File: src/rtl/day16_t_ff_pkg.sv
// Shared constants for the day16_t_ff toggle-register slice.
//   DEFAULT_WIDTH       : default number of independent toggle bits
//   DEFAULT_RESET_VALUE : default reset load value (all zeros)
package day16_t_ff_pkg;

  localparam int unsigned DEFAULT_WIDTH = 4;

  localparam logic [DEFAULT_WIDTH-1:0] DEFAULT_RESET_VALUE = '0;

endpackage : day16_t_ff_pkg

File: src/rtl/day16_t_ff_t_ff_cell.sv
// Single T flip-flop with synchronous active-high reset to a per-bit value.
// Ports:
//   clk     : clock, rising-edge
//   rst     : synchronous reset, active-high; wins over toggle
//   t       : toggle enable, sampled every edge
//   rst_val : value loaded into q while rst is high
//   q       : registered flop state
module t_ff_cell (
  input  logic clk,
  input  logic rst,
  input  logic t,
  input  logic rst_val,
  output logic q
);

  // Reset has priority; otherwise invert when t is set, hold when clear.
  always_ff @(posedge clk) begin
    if (rst) begin
      q <= rst_val;
    end else begin
      q <= q ^ t;
    end
  end

endmodule : t_ff_cell

File: src/rtl/day16_t_ff.sv
// WIDTH independent T flip-flops sharing clk and a synchronous reset.
// Ports:
//   clk   : clock, rising-edge
//   rst   : synchronous reset, active-high; loads RESET_VALUE
//   in    : per-bit toggle enable
//   t_out : registered toggle state, one flop per bit
module day16_t_ff
  import day16_t_ff_pkg::*;
#(
  parameter int unsigned           WIDTH       = DEFAULT_WIDTH,
  parameter logic [WIDTH-1:0]      RESET_VALUE = WIDTH'(DEFAULT_RESET_VALUE)
) (
  input  logic             clk,
  input  logic             rst,
  input  logic [WIDTH-1:0] in,
  output logic [WIDTH-1:0] t_out
);

  // One isolated cell per bit: no carry or interaction between positions.
  for (genvar i = 0; i < WIDTH; i++) begin : g_bit
    t_ff_cell u_cell (
      .clk     (clk),
      .rst     (rst),
      .t       (in[i]),
      .rst_val (RESET_VALUE[i]),
      .q       (t_out[i])
    );
  end

endmodule : day16_t_ff

File: config.mk
export PLATFORM = sky130hd
export DESIGN_NAME = day16_t_ff
export DESIGN_NICKNAME = d
export VERILOG_FILES = /design/src/rtl/day16_t_ff_pkg.sv /design/src/rtl/day16_t_ff_t_ff_cell.sv /design/src/rtl/day16_t_ff.sv
export SDC_FILE = /design/constraint.sdc
export NUM_CORES = 1
export LEC_CHECK = 0
export CAP_MARGIN = 20
export CORE_AREA = 2 2 39 41
export CTS_BUF_LIST = sky130_fd_sc_hd__clkbuf_4
export DETAILED_ROUTE_END_ITERATION = 10
export DIE_AREA = 0 0 41 43
export HOLD_SLACK_MARGIN = 0.02
export SLEW_MARGIN = 20
export SYNTH_ARGS = -nofsm -noshare
export SYNTH_HDL_FRONTEND = slang
export SYNTH_SLANG_ARGS = --single-unit
File: constraint.sdc
create_clock -name clk -period 1.9 [get_ports clk]
set_clock_uncertainty 0.05 [all_clocks]
set_input_delay 0.475 -clock clk [delete_from_list [all_inputs] [get_ports clk]]
set_output_delay 0.475 -clock clk [all_outputs]
set_load 0.01 [all_outputs]
==> impl_metrics.toml, run 1 <==
[yosys]
yosysWarnings = 0
yosysTopAreaCellShare_pct = 50.0
syn_area_um2 = 160
synth-seq-cells = 4
synth_top_area_cell = "dfxtp_1"
synth_enable_flop_cells = 0
netlist_top_cells_area = "dfxtp_1 50%, xnor2_1 22%, buf_4 19%"
ys_seq_area_share_pct = 50.0
synth.avg_cell_area_um2 = 10.0
syn_inst = 16
synth_commonest_cells = "4 x buf_4, 4 x dfxtp_1, 4 x nor2_1, 4 x xnor2_1"
yosysUniqueCellTypes = 4
ys_async_sr_fraction_pct = 0
syn_nets = 22
yosys_most_used_dff = "dfxtp_1"

[routing]
postRouteAntennaNets = 0
post-route-drc-count = 0
drt_iter0_markers = 0
routed_via_density = 2.93
drt_wl_total_um = 277
vias = 117
first_pass_iters = 1
wl_per_cell_um = 6.93

[run]
drv.max_cap_violation_count = 0

[power]
power_leakage_nw = 0.0960
power.switching_w = 0.0000532
p_int_w = 0.000197
clkPwrFrac_pct = 41.1
pwr-share-seq_pct = 39.6
vdd_drop_max_uv = 93.7
pwr_density_cell_nw_per_um2 = 952
switching_share_pct = 21.3
comb_power_share_pct = 19.2

[timing]
hold_viol = 0
fin_ws_ps = 270
fmax_ghz = 0.613
hold_slack_ps = 460
slew_headroom_pct = 89.8
rsz0062_at_grt = "no"
finalSetupViolCount = 0
slew_viol_final = 0
worst_pin_slew_ps = 153
post-route-min-period_ps = 1630
period_share_pct = 85.8
setup_tns_ps = 0

[global_route]
grt_pass1_vias = 99
grt_first_pass_wirelength_um = 296
gr-total-overflow = 0
grt_start_max_net_pins = 5
antenna_found_initial = 0
grt_use_total_pct = 3.51

[worst_setup_path]
critPathSlowestCell = "clkdlybuf4s50_1"
required_ps = 1370
path_class = "reg2out"
reg2reg_to = "g_bit[1].u_cell.q"
cp_max_fo = 2
reg2regPathDepth = 2
slowest_delay_ps = 540
worstPathCellList = "clkdlybuf4s50_1"
critical-path-top-delay-family = "buffers and inverters"
cp-end-kind = "primary output"
rrSetupSlack_ps = 1230
cp-start-kind = "register"
r2r-start = "g_bit[1].u_cell.q"
cp_data_arrival_time_ps = 1110
path_buf_inv = 1

[final_layout]
reg.largest.list = "g_bit.u_cell.q (4)"
layout.cells.non_filler = 40
fill_cells = 168
fin_nets = 32
syn2layout_area_growth_pct = 64.1
largest_register_ffs = 4
antenna_cells = 0
final_area_um2 = 263
drive_gt1_share_pct = 12.5
regMostFlops = "g_bit.u_cell.q"

[cts]
cts_setup_buffers = 0
cts_resized = 0
clk_pin_slew_ps = 40
cts.path.max_buffers = 2
cts_tree = "done"
hold_buffers = 0
root_buffer = "clkbuf_4"
cts_buffers = 3
clock-sinks = 4
clk-insertion-delay-late_ps = 230
htreeDepth = 1

[floorplanning]
die_w_um = 41
die_area_um2 = 1760
initial_core_util_pct = 11.6
core-area_um2 = 1380
die_y_um = 43
pin_count = 10
row_count = 14

[place]
place_ws_ps = 506
dpl.cell_count = 37
placed_cell_area_um2 = 240
port_buffers = 9
globalplace.congestion = 0.459

[run_status]
status = "finished clean"

[hold_path]
hold_path_end = "g_bit[0].u_cell.q"
min_from = "g_bit[0].u_cell.q"
whs_path_depth = 2
hold_path.class = "reg2reg"
[how the worst max path moves through the flow]
stage | from | endpoint | slack, ps | depth (start not counted)
finish | g_bit[1].u_cell.q | t_out[1] | 270 | 1
global route | g_bit[2].u_cell.q | t_out[2] | 220 | 1
CTS | g_bit[3].u_cell.q | t_out[3] | 250 | 1
detailed placement | g_bit[3].u_cell.q | t_out[3] | 510 | 1
global placement | g_bit[1].u_cell.q | t_out[1] | 510 | 1
floorplan | g_bit[0].u_cell.q | t_out[0] | 940 | 1
[cells by family after synthesis]
logic type / share of synthesized area, %
buf+inv: 18.8
flops: 50.0
xor+xnor: 21.9
simple gates: 9.37
[cell type report]
| type | instances | area [um^2] | area share [%] |
|---|---|---|---|
| flip-flops and latches | 4 | 80.1 | 30.5 |
| multi-input cells | 8 | 50.0 | 19.0 |
| repair buffers | 9 | 90.1 | 34.3 |
| clock buffers | 3 | 22.5 | 8.57 |
| well taps | 16 | 20.0 | 7.62 |
[layout by cell type, fill, tap and decap left out]
cell type        count
clkbuf_4             3
clkdlybuf4s50_1      9
dfxtp_1              4
xnor2_1              4
nor2_1               4
[routing by layer]
metal / part of all wire, % / GRT usage (%) / wire [um]
met5: 0 / 0 / 0
met4: 0 / 12.0 / 0
met3: 6.5 / 0 / 18
met2: 55 / 3.75 / 151
met1: 39 / 1.60 / 107
[stage by stage]
step,power [W],util (%)
final,0.000250,19.0
after global routing,0.000265,19.0
after CTS,0.000258,19.0
after detailed placement,0.000149,17.4
after global placement,0.000148,17.4
after floorplan,0.000130,-
[worst reg2reg max path, cell delays in order, from the launching register on]
cell and delay [ps]:
dfxtp_1 340, xnor2_1 120, nor2_1 50
[power by group through the flow]
stage / logic, W / clock network, W / registers (W)
after global placement: 0.0000482 / 0 / 0.0000999
after detailed placement: 0.0000483 / 0 / 0.000100
after CTS: 0.0000489 / 0.000110 / 0.0000993
final: 0.0000481 / 0.000103 / 0.0000991
after global routing: 0.0000509 / 0.000113 / 0.000101
after floorplan: 0.0000304 / 0 / 0.0000997
No activity file was read; power rests on OpenSTA's default activity.
==> run 2: changes to the inputs <==
Settings changed: SLEW_MARGIN 20 to unset.
==> results of run 2 <==
The final DEF is identical to that of run 1; final timing and power are the same.
==> RTL edit: new RTL, flow settings as in run 1 <==
Change the package constant `DEFAULT_WIDTH` from 4 to 6.
--- a/src/rtl/day16_t_ff_pkg.sv
+++ b/src/rtl/day16_t_ff_pkg.sv
@@ -5,3 +5,3 @@
 
-  localparam int unsigned DEFAULT_WIDTH = 4;
+  localparam int unsigned DEFAULT_WIDTH = 6;
 
Interface: changed (resized in and t_out); port bits go from 10 to 14. The function was not compared with the original's and may differ.
==> RTL edit against run 1 <==
Wire length is 61% higher. Sequential share of layout area is 2.2 points higher. Highest routed layer unchanged. Area after synthesis is 50% higher. Setup slack worse by 0.032 ns. Power is 35% higher. Critical endpoint is now t_out[0]. Final area is 40% higher. Cell count is 25% higher. Sequential cell count is 2 higher. Via count is 47% higher.
==> RTL edit: results (changes against run 1) <==
[status]
status=complete, no violations

[global_routing]
grt_pass1_vias=160  ; +62%
track_usage_pct=6.02  ; +2.5 points
grt_first_pass_wirelength_um=641  ; +120%
grt_max_degree=7  ; +2

[final_layout]
reg_top3=g_bit.u_cell.q (6)
final_layout_size_suffix_gt1_share_pct=8.82  ; -3.7 points
nets=44  ; +38%
fill_cells=157  ; -6.5%

[routing]
via_per_inst=3.44  ; +18%
wl_per_cell_um=8.90  ; +29%
dr.pass1.iters=1  ; unchanged

[power_and_ir_drop]
p_leak_nw=0.135  ; +41%
ir_worst_vdd_v=0.000271  ; +190%

[clocking]
clkTransAtPathRegs_ns=0.05
cts_root_buffer=clkbuf_4
cts.path.max_buffers=2  ; unchanged
cts_inserted_buffers=3  ; unchanged
htree_levels=1  ; unchanged

[placed_design]
port_buffers=13  ; +4
place_area_um2=345  ; +44%
globalplace.congestion=0.542  ; +18%

[yosys]
synth.top_cells.by_count=buf_4, dfxtp_1, nor2_1, xnor2_1
synth_nets=32  ; +45%
synth_area_leaders=dfxtp_1, xnor2_1, buf_4, nor2_1

[sta]
max_slew.worst_pin.slew_ns=0.240  ; +0.0869 ns
finalSetupTns_ns=0  ; unchanged

[critical_path]
r2r_cells=2  ; unchanged
cp_data_arrival_time_ns=1.14  ; +0.03 ns

[RTL edit: cell types whose count changed after synthesis, sizes merged]
cell | run 1 | this run
buf | 4 | 6
dfxtp | 4 | 6
nor2 | 4 | 6
xnor2 | 4 | 6
[RTL edit: cell type report]
cell class,count,area share [%]
well taps,16,5.44
flip-flops and latches,6,32.7
multi-input cells,12,20.4
repair buffers,13,35.4
clock buffers,3,6.12
[RTL edit: path summary, 6_finish.rpt]
kind	from	slack, ns	to
setup / recovery	g_bit[0].u_cell.q$_SDFF_PP0_	0.24	t_out[0]
setup reg to reg	g_bit[0].u_cell.q$_SDFF_PP0_	1.19	g_bit[0].u_cell.q$_SDFF_PP0_
hold reg to reg	g_bit[3].u_cell.q$_SDFF_PP0_	0.45	g_bit[3].u_cell.q$_SDFF_PP0_
hold / removal	g_bit[3].u_cell.q$_SDFF_PP0_	0.45	g_bit[3].u_cell.q$_SDFF_PP0_
[RTL edit: kinds of logic after synthesis]
kind of cell	after synthesis	share of synthesized area (%)
xor+xnor	6	21.9
buf+inv	6	18.7
flops	6	50.0
simple gates	6	9.37
[RTL edit: report_power, final]
group	total, mW	leakage, nW	switching (mW)	internal [mW]
Combinational	0.0715	0.0714	0.0232	0.0483
Clock	0.119	0.0138	0.0474	0.0716
Sequential	0.148	0.0500	0.00844	0.140
Total	0.339	0.135	0.0791	0.260
[RTL edit: through the flow]
step | hold slack [ns] | std cells | worst slack [ns] | utilization [%] | total power, mW
2_1_floorplan | 0.427 | 24 | 0.941 | - | 0.195
3_3_place_gp | 0.438 | 47 | 0.515 | 25.0 | 0.221
3_5_place_dp | 0.450 | 47 | 0.501 | 25.0 | 0.223
4_1_cts | 0.465 | 50 | 0.231 | 26.6 | 0.347
5_1_grt | 0.493 | 50 | 0.195 | 26.6 | 0.358
6_report | 0.453 | 50 | 0.238 | 26.6 | 0.339
[RTL edit: layer usage]
metal  up-vias  track usage, %  wire, µm
li1         88               -         -
met1        77            6.09       189
met2         7            8.13       213
met3         0            4.71        42
met4         0            4.00         0
met5         -               0         0
